## config.mk

```make
export PLATFORM = sky130hd
export DESIGN_NAME = dcache_controller
export DESIGN_NICKNAME = d
export VERILOG_FILES = /design/src/rtl/dcache_controller.sv
export SDC_FILE = /design/constraint.sdc
export NUM_CORES = 1
export LEC_CHECK = 0
export ABC_AREA = 1
export ABC_CLOCK_PERIOD_IN_PS = 3000
export CAP_MARGIN = 20
export CELL_PAD_IN_SITES_DETAIL_PLACEMENT = 0
export CELL_PAD_IN_SITES_GLOBAL_PLACEMENT = 1
export CORE_UTILIZATION = 39
export CTS_CLUSTER_DIAMETER = 150
export DETAILED_ROUTE_END_ITERATION = 10
export GPL_ROUTABILITY_DRIVEN = 0
export PLACE_DENSITY_LB_ADDON = 0.1
export SYNTH_ARGS = -nofsm -noshare
export SYNTH_HDL_FRONTEND = slang
export SYNTH_SLANG_ARGS = --single-unit
export TNS_END_PERCENT = 5
```

## constraint.sdc

```tcl
create_clock -name CLK -period 3 [get_ports CLK]
set_input_delay 0.6 -clock CLK [delete_from_list [all_inputs] [get_ports CLK]]
set_output_delay 0.6 -clock CLK [all_outputs]
set_load 0.01 [all_outputs]
```

## src/rtl/dcache_controller.sv

```systemverilog
// dcache_controller
//   Direct-mapped, write-back, write-allocate data cache between the CPU
//   datapath and a multi-cycle 32-bit data memory. Hits are served without
//   stalling. Misses stall the CPU (BUSYWAIT) while the victim block is
//   written back (if dirty) and the requested block is fetched.
// Ports
//   CLK, RESET            clock; asynchronous active-high reset
//   READ, WRITE           CPU load/store request levels (WRITE wins if both)
//   ADDRESS, WRITEDATA    CPU byte address {tag,index,offset}; store byte
//   READDATA, BUSYWAIT    load byte; CPU stall
//   MEM_READ, MEM_WRITE   block fetch / write-back requests
//   MEM_ADDRESS           block address {tag,index}
//   MEM_WRITEDATA         victim block (byte0 in [7:0])
//   MEM_READDATA          fetched block (byte0 in [7:0])
//   MEM_BUSYWAIT          memory busy handshake
module dcache_controller #(
  parameter int ADDR_W   = 8,
  parameter int INDEX_W  = 3,
  parameter int OFFSET_W = 2
) (
  input  logic                            CLK,
  input  logic                            RESET,
  input  logic                            READ,
  input  logic                            WRITE,
  input  logic [ADDR_W-1:0]               ADDRESS,
  input  logic [7:0]                      WRITEDATA,
  output logic [7:0]                      READDATA,
  output logic                            BUSYWAIT,
  output logic                            MEM_READ,
  output logic                            MEM_WRITE,
  output logic [ADDR_W-OFFSET_W-1:0]      MEM_ADDRESS,
  output logic [(8<<OFFSET_W)-1:0]        MEM_WRITEDATA,
  input  logic [(8<<OFFSET_W)-1:0]        MEM_READDATA,
  input  logic                            MEM_BUSYWAIT
);

  localparam int TAG_W  = ADDR_W - INDEX_W - OFFSET_W;
  localparam int NBLK   = 1 << INDEX_W;
  localparam int BLK_W  = 8 << OFFSET_W;

  typedef enum logic [1:0] {IDLE, WRITE_BACK, FETCH, UPDATE} state_t;

  state_t state, next_state;

  logic [BLK_W-1:0] data [NBLK];
  logic [TAG_W-1:0] tags [NBLK];
  logic [NBLK-1:0]  valid;
  logic [NBLK-1:0]  dirty;

  logic [TAG_W-1:0]    tag_in;
  logic [INDEX_W-1:0]  idx;
  logic [OFFSET_W-1:0] off;
  logic [BLK_W-1:0]    blk;
  logic                hit;
  logic                req;
  logic                write_hit;

  assign tag_in    = ADDRESS[ADDR_W-1 -: TAG_W];
  assign idx       = ADDRESS[OFFSET_W +: INDEX_W];
  assign off       = ADDRESS[OFFSET_W-1:0];
  assign blk       = data[idx];
  assign hit       = valid[idx] && (tags[idx] == tag_in);
  assign req       = READ || WRITE;
  assign write_hit = (state == IDLE) && WRITE && hit;

  // Reset is folded in so the stall drops the moment RESET rises, even while
  // the CPU still holds its request.
  assign BUSYWAIT = !RESET && req && !((state == IDLE) && hit);

  always_comb begin
    READDATA = '0;
    if (hit) READDATA = blk[{off, 3'b000} +: 8];
  end

  always_ff @(posedge CLK or posedge RESET) begin
    if (RESET) state <= IDLE;
    else       state <= next_state;
  end

  always_comb begin
    next_state    = state;
    MEM_READ      = 1'b0;
    MEM_WRITE     = 1'b0;
    MEM_ADDRESS   = '0;
    MEM_WRITEDATA = '0;
    case (state)
      IDLE: begin
        if (req && !hit) next_state = dirty[idx] ? WRITE_BACK : FETCH;
      end
      WRITE_BACK: begin
        MEM_WRITE     = 1'b1;
        MEM_ADDRESS   = {tags[idx], idx};
        MEM_WRITEDATA = blk;
        if (!MEM_BUSYWAIT) next_state = FETCH;
      end
      FETCH: begin
        MEM_READ    = 1'b1;
        MEM_ADDRESS = {tag_in, idx};
        if (!MEM_BUSYWAIT) next_state = UPDATE;
      end
      UPDATE: next_state = IDLE;
      default: next_state = IDLE;
    endcase
  end

  // Data/tag storage carries no reset; only valid/dirty qualify its contents.
  always_ff @(posedge CLK) begin
    if (state == UPDATE) begin
      data[idx] <= MEM_READDATA;
      tags[idx] <= tag_in;
    end else if (write_hit) begin
      data[idx][{off, 3'b000} +: 8] <= WRITEDATA;
    end
  end

  always_ff @(posedge CLK or posedge RESET) begin
    if (RESET) begin
      valid <= '0;
      dirty <= '0;
    end else if (state == UPDATE) begin
      valid[idx] <= 1'b1;
      dirty[idx] <= 1'b0;
    end else if (write_hit) begin
      dirty[idx] <= 1'b1;
    end
  end

endmodule

```

==> insert_results.sql, run 1 <==
INSERT INTO impl_metrics (metric_group, metric, value, unit) VALUES
('clock_network', 'clock_pin_slew_on_the_worst_setup_and_hold_paths', '60', 'ps'),
('route', 'dr_total_vias', '10600', ''),
('clock_network', 'tritoncts.num_buffers', '37', ''),
('critical_path', 'crit_end_element', 'output pin', ''),
('critical_path', 'reg2reg_end', 'data[6][5]', ''),
('critical_path', 'critical_path_required', '2400', 'ps'),
('outcome', 'failed_checks', 'setup timing', ''),
('synth', 'synth_seq_cells', '298', ''),
('clock_network', 'clk_latency', '520', 'ps'),
('synth', 'synth.top_cell.area_share', '63.20', '%'),
('synth', 'synth_simple_gate_area_share', '18.19', '%'),
('route', 'drt_pre_antenna_iters', '5', ''),
('critical_path', 'worst-r2r-setup-slack', '560', 'ps'),
('route', 'post_drt_via_cell_ratio', '5.070', ''),
('route', 'routed.top_layer', 'met4', ''),
('critical_path', 'cp.arrival', '2480', 'ps'),
('layout', 'insertedDiodeCount', '0', ''),
('sta', 'setup_total_negative_slack', '-328.0', 'ps'),
('synth', 'mappedNetlistArea', '13300', 'um2'),
('global_routing', 'first_global_vias', '10270', ''),
('synth', 'synth_flop_cell', 'sky130_fd_sc_hd__edfxtp_1', ''),
('route', 'drc', '0', ''),
('critical_path', 'critPathKind', 'input pin to output pin', ''),
('critical_path', 'worst_reg2reg_path_depth', '17', ''),
('synth', 'post_synth_main_area_contributors', 'sky130_fd_sc_hd__edfxtp_1 63%, sky130_fd_sc_hd__nand2_1 11%, sky130_fd_sc_hd__nand3_1 3.8%', ''),
('sta', 'worst_hold_slack', '464.9', 'ps'),
('global_routing', 'antenna_found_initial', '0', ''),
('die', 'starting_density', '39.68', '%'),
('route', 'route.layer.met1.wl', '19.04', 'mm'),
('clock_network', 'cts-hold-fix-buffers', '0', ''),
('layout', 'area_growth_syn_to_layout', '38.38', '%'),
('die', 'chipWidth', '186.7', 'um'),
('critical_path', 'critical_path_peak_fanout', '7', ''),
('placement', 'dp_hpwl', '31.72', 'mm'),
('synth', 'ys_warn_count', '0', ''),
('synth', 'synthMuxAreaShare', '0', '%'),
('synth', 'synth_sequential_area_ratio', '66.59', '%'),
('sta', 'fmax', '325.1', 'MHz'),
('clock_network', 'cts_htree_levels', '2', ''),
('sta', 'finalClockSkew', '23.34', 'ps'),
('clock_network', 'cts_max_path_buffers', '3', ''),
('synth', 'yosysUniqueCellTypes', '32', ''),
('synth', 'synth-edff-count', '280', ''),
('synth', 'synthTopCellsByCount', '384 x sky130_fd_sc_hd__nand2_1, 280 x sky130_fd_sc_hd__edfxtp_1, 130 x sky130_fd_sc_hd__inv_1, 100 x sky130_fd_sc_hd__nand3_1, 99 x sky130_fd_sc_hd__a21oi_1', ''),
('global_routing', 'global_route.usage.total', '25.26', '%'),
('route', 'post_drt_wl_per_cell', '20.78', 'um'),
('synth', 'main_combinational_cell_family_by_area_after_synthesis', 'simple AND/OR/NAND/NOR gates', ''),
('sta', 'fin_crit_sh', '102.5', '%'),
('clock_network', 'clkSinkCount', '298', ''),
('min_path', 'worstHoldStart', 'valid[2]', ''),
('die', 'core.rowCount', '67', ''),
('route', 'first_iteration_detailed_routing_drc_count', '886', ''),
('route', 'met2_wirelength', '20.11', 'mm'),
('sta', 'setup_ws_final', '-76.10', 'ps'),
('power', 'powerDensity', '605.6', 'nW/um2'),
('critical_path', 'slowest_stage_cell_on_the_critical_path', 'sky130_fd_sc_hd__nor2_2', ''),
('route', 'ant_nets', '0', ''),
('synth', 'yosys.area.top_type', 'sky130_fd_sc_hd__edfxtp_1', ''),
('sta', 'setup_viol', '9', ''),
('clock_network', 'cts_root_buf', 'sky130_fd_sc_hd__clkbuf_16', ''),
('die', 'num_io_pins', '102', ''),
('critical_path', 'critical_path.top_delay_family', 'buffers and inverters', ''),
('layout', 'final_area', '18410', 'um2'),
('synth', 'synth-compound-area-share', '8.511', '%'),
('die', 'die_h', '186.7', 'um'),
('sta', 'timing.final.hold_violations', '0', ''),
('global_routing', 'largest_net_degree_at_the_start_of_global_routing', '33', ''),
('power', 'largest_vdd_supply_drop', '0.4034', 'mV'),
('synth', 'synthArstFlopShare', '6.040', '%'),
('clock_network', 'cts_tree', 'done', ''),
('outcome', 'run_status', 'complete, but fails checks', '');
[stage by stage]
stage	std cells	power (mW)	worst slack (ps)
after floorplan	1292	5.821	98.00
after global placement	2011	7.005	-1062
after detailed placement	2011	7.017	-1079
after CTS	2091	11.21	-136.7
after global routing	2091	11.55	-174.0
final	2091	11.15	-76.10
[repair_timing]
item                                    in CTS  in global routing
gates cloned                                 3                  0
endpoints found under the setup margin     148                 28
setup buffers                               10                  0
pin swaps                                   18                  3
gates resized for setup                    159                 32
[cells by family after synthesis]
family	after synthesis
flops	298
buf+inv	197
fa+ha+maj	9
compound gates	198
simple gates	590
[layout by cell type (no fill, tap or decap), types with 5 or more instances in the layout]
cell type	synthesis	layout
sky130_fd_sc_hd__edfxtp_1	280	280
sky130_fd_sc_hd__a21oi_2	0	7
sky130_fd_sc_hd__o211ai_1	7	7
sky130_fd_sc_hd__a21oi_1	99	89
sky130_fd_sc_hd__o21ai_2	4	9
sky130_fd_sc_hd__nand2_1	384	373
sky130_fd_sc_hd__nand3_2	1	9
sky130_fd_sc_hd__nand4_1	5	5
sky130_fd_sc_hd__dfrtp_1	18	18
sky130_fd_sc_hd__ha_1	9	8
sky130_fd_sc_hd__buf_6	0	14
sky130_fd_sc_hd__o21ai_1	4	12
sky130_fd_sc_hd__nand3_1	100	92
sky130_fd_sc_hd__nor3_1	11	11
sky130_fd_sc_hd__clkbuf_1	23	13
sky130_fd_sc_hd__buf_2	15	7
sky130_fd_sc_hd__buf_12	0	42
sky130_fd_sc_hd__a22o_1	9	9
sky130_fd_sc_hd__a211oi_2	0	5
sky130_fd_sc_hd__dlymetal6s2s_1	0	9
sky130_fd_sc_hd__nand2_2	0	11
sky130_fd_sc_hd__dlygate4sd2_1	0	17
sky130_fd_sc_hd__inv_1	130	128
sky130_fd_sc_hd__nor2_4	1	10
sky130_fd_sc_hd__buf_4	6	187
sky130_fd_sc_hd__a211oi_1	18	13
sky130_fd_sc_hd__clkbuf_16	0	37
sky130_fd_sc_hd__and3_1	6	6
sky130_fd_sc_hd__a22oi_1	9	9
sky130_fd_sc_hd__clkdlybuf4s50_1	0	62
sky130_fd_sc_hd__o21ai_0	45	32
sky130_fd_sc_hd__clkinv_1	3	9
sky130_fd_sc_hd__nor2_1	73	64
[where the power goes]
| group | leakage [nW] | internal, mW | switching (mW) |
|---|---|---|---|
| clock network | 0.548 | 2.50 | 1.65 |
| registers | 2.73 | 4.79 | 0.0682 |
| logic | 4.50 | 0.900 | 1.24 |
| total | 7.78 | 8.19 | 2.96 |
[how the worst max path moves through the flow]
stage	start	endpoint
2_1_floorplan	ADDRESS[0]	data[0][0]
3_3_place_gp	ADDRESS[4]	READDATA[3]
3_5_place_dp	ADDRESS[4]	READDATA[3]
4_1_cts	ADDRESS[4]	MEM_WRITEDATA[8]
5_1_grt	ADDRESS[2]	READDATA[5]
6_report	ADDRESS[2]	READDATA[5]
[sequential cells by signal (all words and copies together) (netlist names), named ones only]
signal,flops
state,2
tags,24
data,256
valid,8
[worst reg2reg max path, stage by stage, from the launching register on]
cell and delay [ps]:
sky130_fd_sc_hd__edfxtp_1 370, sky130_fd_sc_hd__inv_1 60, sky130_fd_sc_hd__nand2_1 60, sky130_fd_sc_hd__nand3_1 80, sky130_fd_sc_hd__nand2_1 60, sky130_fd_sc_hd__inv_2 50
sky130_fd_sc_hd__nand2_1 60, sky130_fd_sc_hd__buf_4 140, sky130_fd_sc_hd__nand2_1 50, sky130_fd_sc_hd__nand2_1 60, sky130_fd_sc_hd__nor2_2 150, sky130_fd_sc_hd__nand3_2 90
sky130_fd_sc_hd__buf_4 190, sky130_fd_sc_hd__nor2_4 130, sky130_fd_sc_hd__buf_12 170, sky130_fd_sc_hd__buf_12 130, sky130_fd_sc_hd__nand3_1 160, sky130_fd_sc_hd__nand2_1 260
[area by class of cell]
type / count / area, um2 / area share [%]
well taps: 448 / 560.5 / 3.045
flip-flops and latches: 298 / 8859 / 48.12
clock inverters: 15 / 127.6 / 0.6932
inverters: 138 / 545.5 / 2.963
multi-input cells: 797 / 3906 / 21.22
clock buffers: 52 / 1002 / 5.444
repair buffers: 343 / 3410 / 18.52
[routing by layer]
metal,up-vias,global-route usage [%]
met5,-,0
li1,5054,-
met3,60,4.062
met4,0,7.188
met2,391,40.43
met1,5096,35.55
(Power assumes the default switching activity.)
==> inputs of run 2 (changes only) <==
--- a/config.mk
+++ b/config.mk
@@ -10,7 +10,7 @@
 export CAP_MARGIN = 20
 export CELL_PAD_IN_SITES_DETAIL_PLACEMENT = 0
 export CELL_PAD_IN_SITES_GLOBAL_PLACEMENT = 1
-export CORE_UTILIZATION = 39
+export CORE_UTILIZATION = 46
 export CTS_CLUSTER_DIAMETER = 150
 export DETAILED_ROUTE_END_ITERATION = 10
 export GPL_ROUTABILITY_DRIVEN = 0
==> run 2 against run 1 <==
Effect of this change:
- the flow still finishes with violations (setup timing)
- count of clock-buffer cells in the layout decreased by 9
- utilization grew 8.7 points
- cell area shrank 2.9%
- largest cell class unchanged
==> insert_results.sql, run 2 (synthesis results as in run 1) <==
INSERT INTO impl_metrics (metric_group, metric, value, unit) VALUES
('global_routing', 'first_pass_grt_wire_length', '61.08', 'mm'),
('sta', 'timing.final.hold_violations', '0', ''),
('clock_network', 'cts_root_buf', 'sky130_fd_sc_hd__clkbuf_16', ''),
('layout', 'insertedDiodeCount', '0', ''),
('clock_network', 'clk_latency', '590', 'ps'),
('route', 'first_iteration_detailed_routing_drc_count', '932', ''),
('die', 'core_area', '28090', 'um2'),
('power', 'leakagePower', '7.517', 'nW'),
('clock_network', 'tritoncts.num_buffers', '31', ''),
('critical_path', 'worst_setup_path_start_kind', 'input pin', ''),
('outcome', 'failed_checks', 'setup timing', ''),
('route', 'dr_total_vias', '10640', ''),
('layout', 'drive_above_1_share', '21.67', '%'),
('sta', 'finalClockSkew', '18.24', 'ps'),
('layout', 'reg_top3', 'data (256), tags (24), valid (8)', ''),
('placement', 'io_buffer_count', '101', ''),
('route', 'drc', '0', ''),
('clock_network', 'cts_max_path_buffers', '3', ''),
('die', 'num_io_pins', '102', ''),
('critical_path', 'crit_end_element', 'output pin', ''),
('global_routing', 'largest_net_degree_at_the_start_of_global_routing', '34', ''),
('route', 'post_drt_wl_per_cell', '20.87', 'um'),
('route', 'ant_nets', '0', ''),
('power', 'largest_vdd_supply_drop', '0.5681', 'mV'),
('die', 'starting_density', '47.37', '%'),
('layout', 'register_name_with_the_most_flops', 'data', ''),
('clock_network', 'clock_pin_slew_on_the_worst_setup_and_hold_paths', '60', 'ps'),
('job', 'cap_violations', '0', ''),
('sta', 'final.min_clock_period', '3092', 'ps'),
('sta', 'fin_crit_sh', '103.1', '%'),
('critical_path', 'cp.arrival', '2490', 'ps'),
('global_routing', 'first_global_vias', '10190', ''),
('critical_path', 'critical_path_peak_fanout', '13', ''),
('die', 'die_h', '172.1', 'um'),
('power', 'power.total', '10.75', 'mW'),
('sta', 'drv_slew', '0', ''),
('min_path', 'min_path_type', 'register to register', ''),
('layout', 'highest_count_cells_in_the_layout_ignoring_fill_and_taps', '377 x sky130_fd_sc_hd__nand2_1, 280 x sky130_fd_sc_hd__edfxtp_1, 187 x sky130_fd_sc_hd__buf_4, 127 x sky130_fd_sc_hd__inv_1, 96 x sky130_fd_sc_hd__nand3_1', ''),
('outcome', 'run_status', 'complete, but fails checks', ''),
('global_routing', 'global_route.usage.total', '28.70', '%'),
('clock_network', 'cts-hold-fix-buffers', '0', ''),
('layout', 'largest_reg_flops', '256', ''),
('sta', 'max_slew.worst_pin.slew', '719.7', 'ps'),
('sta', 'worst_hold_slack', '453.4', 'ps'),
('placement', 'dp_hpwl', '30.33', 'mm'),
('sta', 'max_slew_margin', '51.97', '%'),
('die', 'chipWidth', '172.1', 'um'),
('sta', 'fmax', '323.4', 'MHz'),
('sta', 'grt_setup_unrepaired', 'true', ''),
('route', 'post_drt_via_cell_ratio', '5.325', ''),
('die', 'core.rowCount', '61', ''),
('global_routing', 'antenna_found_initial', '1', ''),
('sta', 'setup_ws_final', '-91.76', 'ps'),
('clock_network', 'cts_htree_levels', '1', ''),
('route', 'finalWirelength', '41.69', 'mm'),
('clock_network', 'cts_tree', 'done', ''),
('critical_path', 'critical_path_required', '2400', 'ps'),
('sta', 'setup_viol', '10', ''),
('clock_network', 'clkSinkCount', '298', ''),
('power', 'powerDensity', '601.8', 'nW/um2'),
('layout', 'area_growth_syn_to_layout', '34.32', '%'),
('critical_path', 'critPathKind', 'input pin to output pin', ''),
('route', 'drt_pre_antenna_iters', '5', ''),
('layout', 'layout_commonest_cell', 'sky130_fd_sc_hd__nand2_1', ''),
('layout', 'layout.nets', '1658', ''),
('die', 'floorplan.die_area', '29610', 'um2'),
('global_routing', 'overflow', '0', '');
run 2: changes by cell type in the layout (fill, tap and decap cells not counted), sizes merged:
cell | before | now
buf | 254 | 238
dlymetal6s2s | 9 | 3
clkbuf | 53 | 49
dlygate4sd2 | 17 | 21
bufinv | 2 | 4
clkdlybuf4s15 | 0 | 2
clkdlybuf4s50 | 62 | 60
clkinvlp | 3 | 1
clkinv | 13 | 12
run 2: area by class of cell:
cell class,count,area [um2]
Fill cell,2343,10220
Sequential cell,298,8859
Multi-Input combinational cell,797,3875
Timing Repair Buffer,330,3134
Clock buffer,43,820.8
Inverter,138,529.3
Tap cell,378,473.0
Clock inverter,14,178.9
run 2: power by group:
| group | internal, mW | switching (mW) | total [mW] |
|---|---|---|---|
| Clock | 2.25 | 1.57 | 3.82 |
| Combinational | 0.853 | 1.22 | 2.08 |
| Sequential | 4.79 | 0.0703 | 4.86 |
| Total | 7.89 | 2.86 | 10.8 |
run 2: layer usage:
metal,part of all wire (%),vias to the layer above,global-route usage (%)
met5,0.031,-,0
met4,3.6,2,10.16
met3,6.8,85,3.868
met2,48,398,47.58
met1,41,5142,38.76
li1,-,5013,-
run 2: worst paths after layout:
kind                                to  slack, ps  depth (start not counted)  startpoint
max                        READDATA[4]        -90                         14  ADDRESS[2]
min                           valid[6]        450                          2    valid[6]
max reg2reg                data[1][31]        560                         15  tags[4][1]
min reg2reg                   valid[6]        450                          2    valid[6]
max in group asynchronous    async pin       2060                          2       RESET
min in group asynchronous     state[0]        490                          2       RESET
run 2: metrics by stage:
step | util, % | TNS [ps] | worst slack (ps) | cell area, um2 | cells
floorplan | - | 0 | 98.00 | 13300 | 1292
global placement | 58.74 | -223890 | -1021 | 16500 | 1924
detailed placement | 58.74 | -232920 | -1007 | 16500 | 1924
CTS | 63.23 | -326.2 | -92.97 | 17760 | 1996
global route | 63.62 | -1826 | -196.9 | 17870 | 1998
finish | 63.62 | -667.1 | -91.76 | 17870 | 1998
run 2: what timing repair did:
item                                    CTS  global route
gates cloned                              0             2
pin swaps                                10             2
resized for setup                       129            26
endpoints found under the setup margin   45            25
setup buffers                            15             0
run 2: critical path, cell delays in order:
cell and delay [ps]:
sky130_fd_sc_hd__buf_4 140, sky130_fd_sc_hd__inv_6 120, sky130_fd_sc_hd__buf_12 140, sky130_fd_sc_hd__nand2_1 60, sky130_fd_sc_hd__nand3_1 100, sky130_fd_sc_hd__nand2_2 70, sky130_fd_sc_hd__o21ai_1 220, sky130_fd_sc_hd__nand3_1 170
sky130_fd_sc_hd__nor2_4 150, sky130_fd_sc_hd__buf_6 120, sky130_fd_sc_hd__clkinvlp_4 120, sky130_fd_sc_hd__buf_4 180, sky130_fd_sc_hd__a21oi_1 130, sky130_fd_sc_hd__buf_4 170
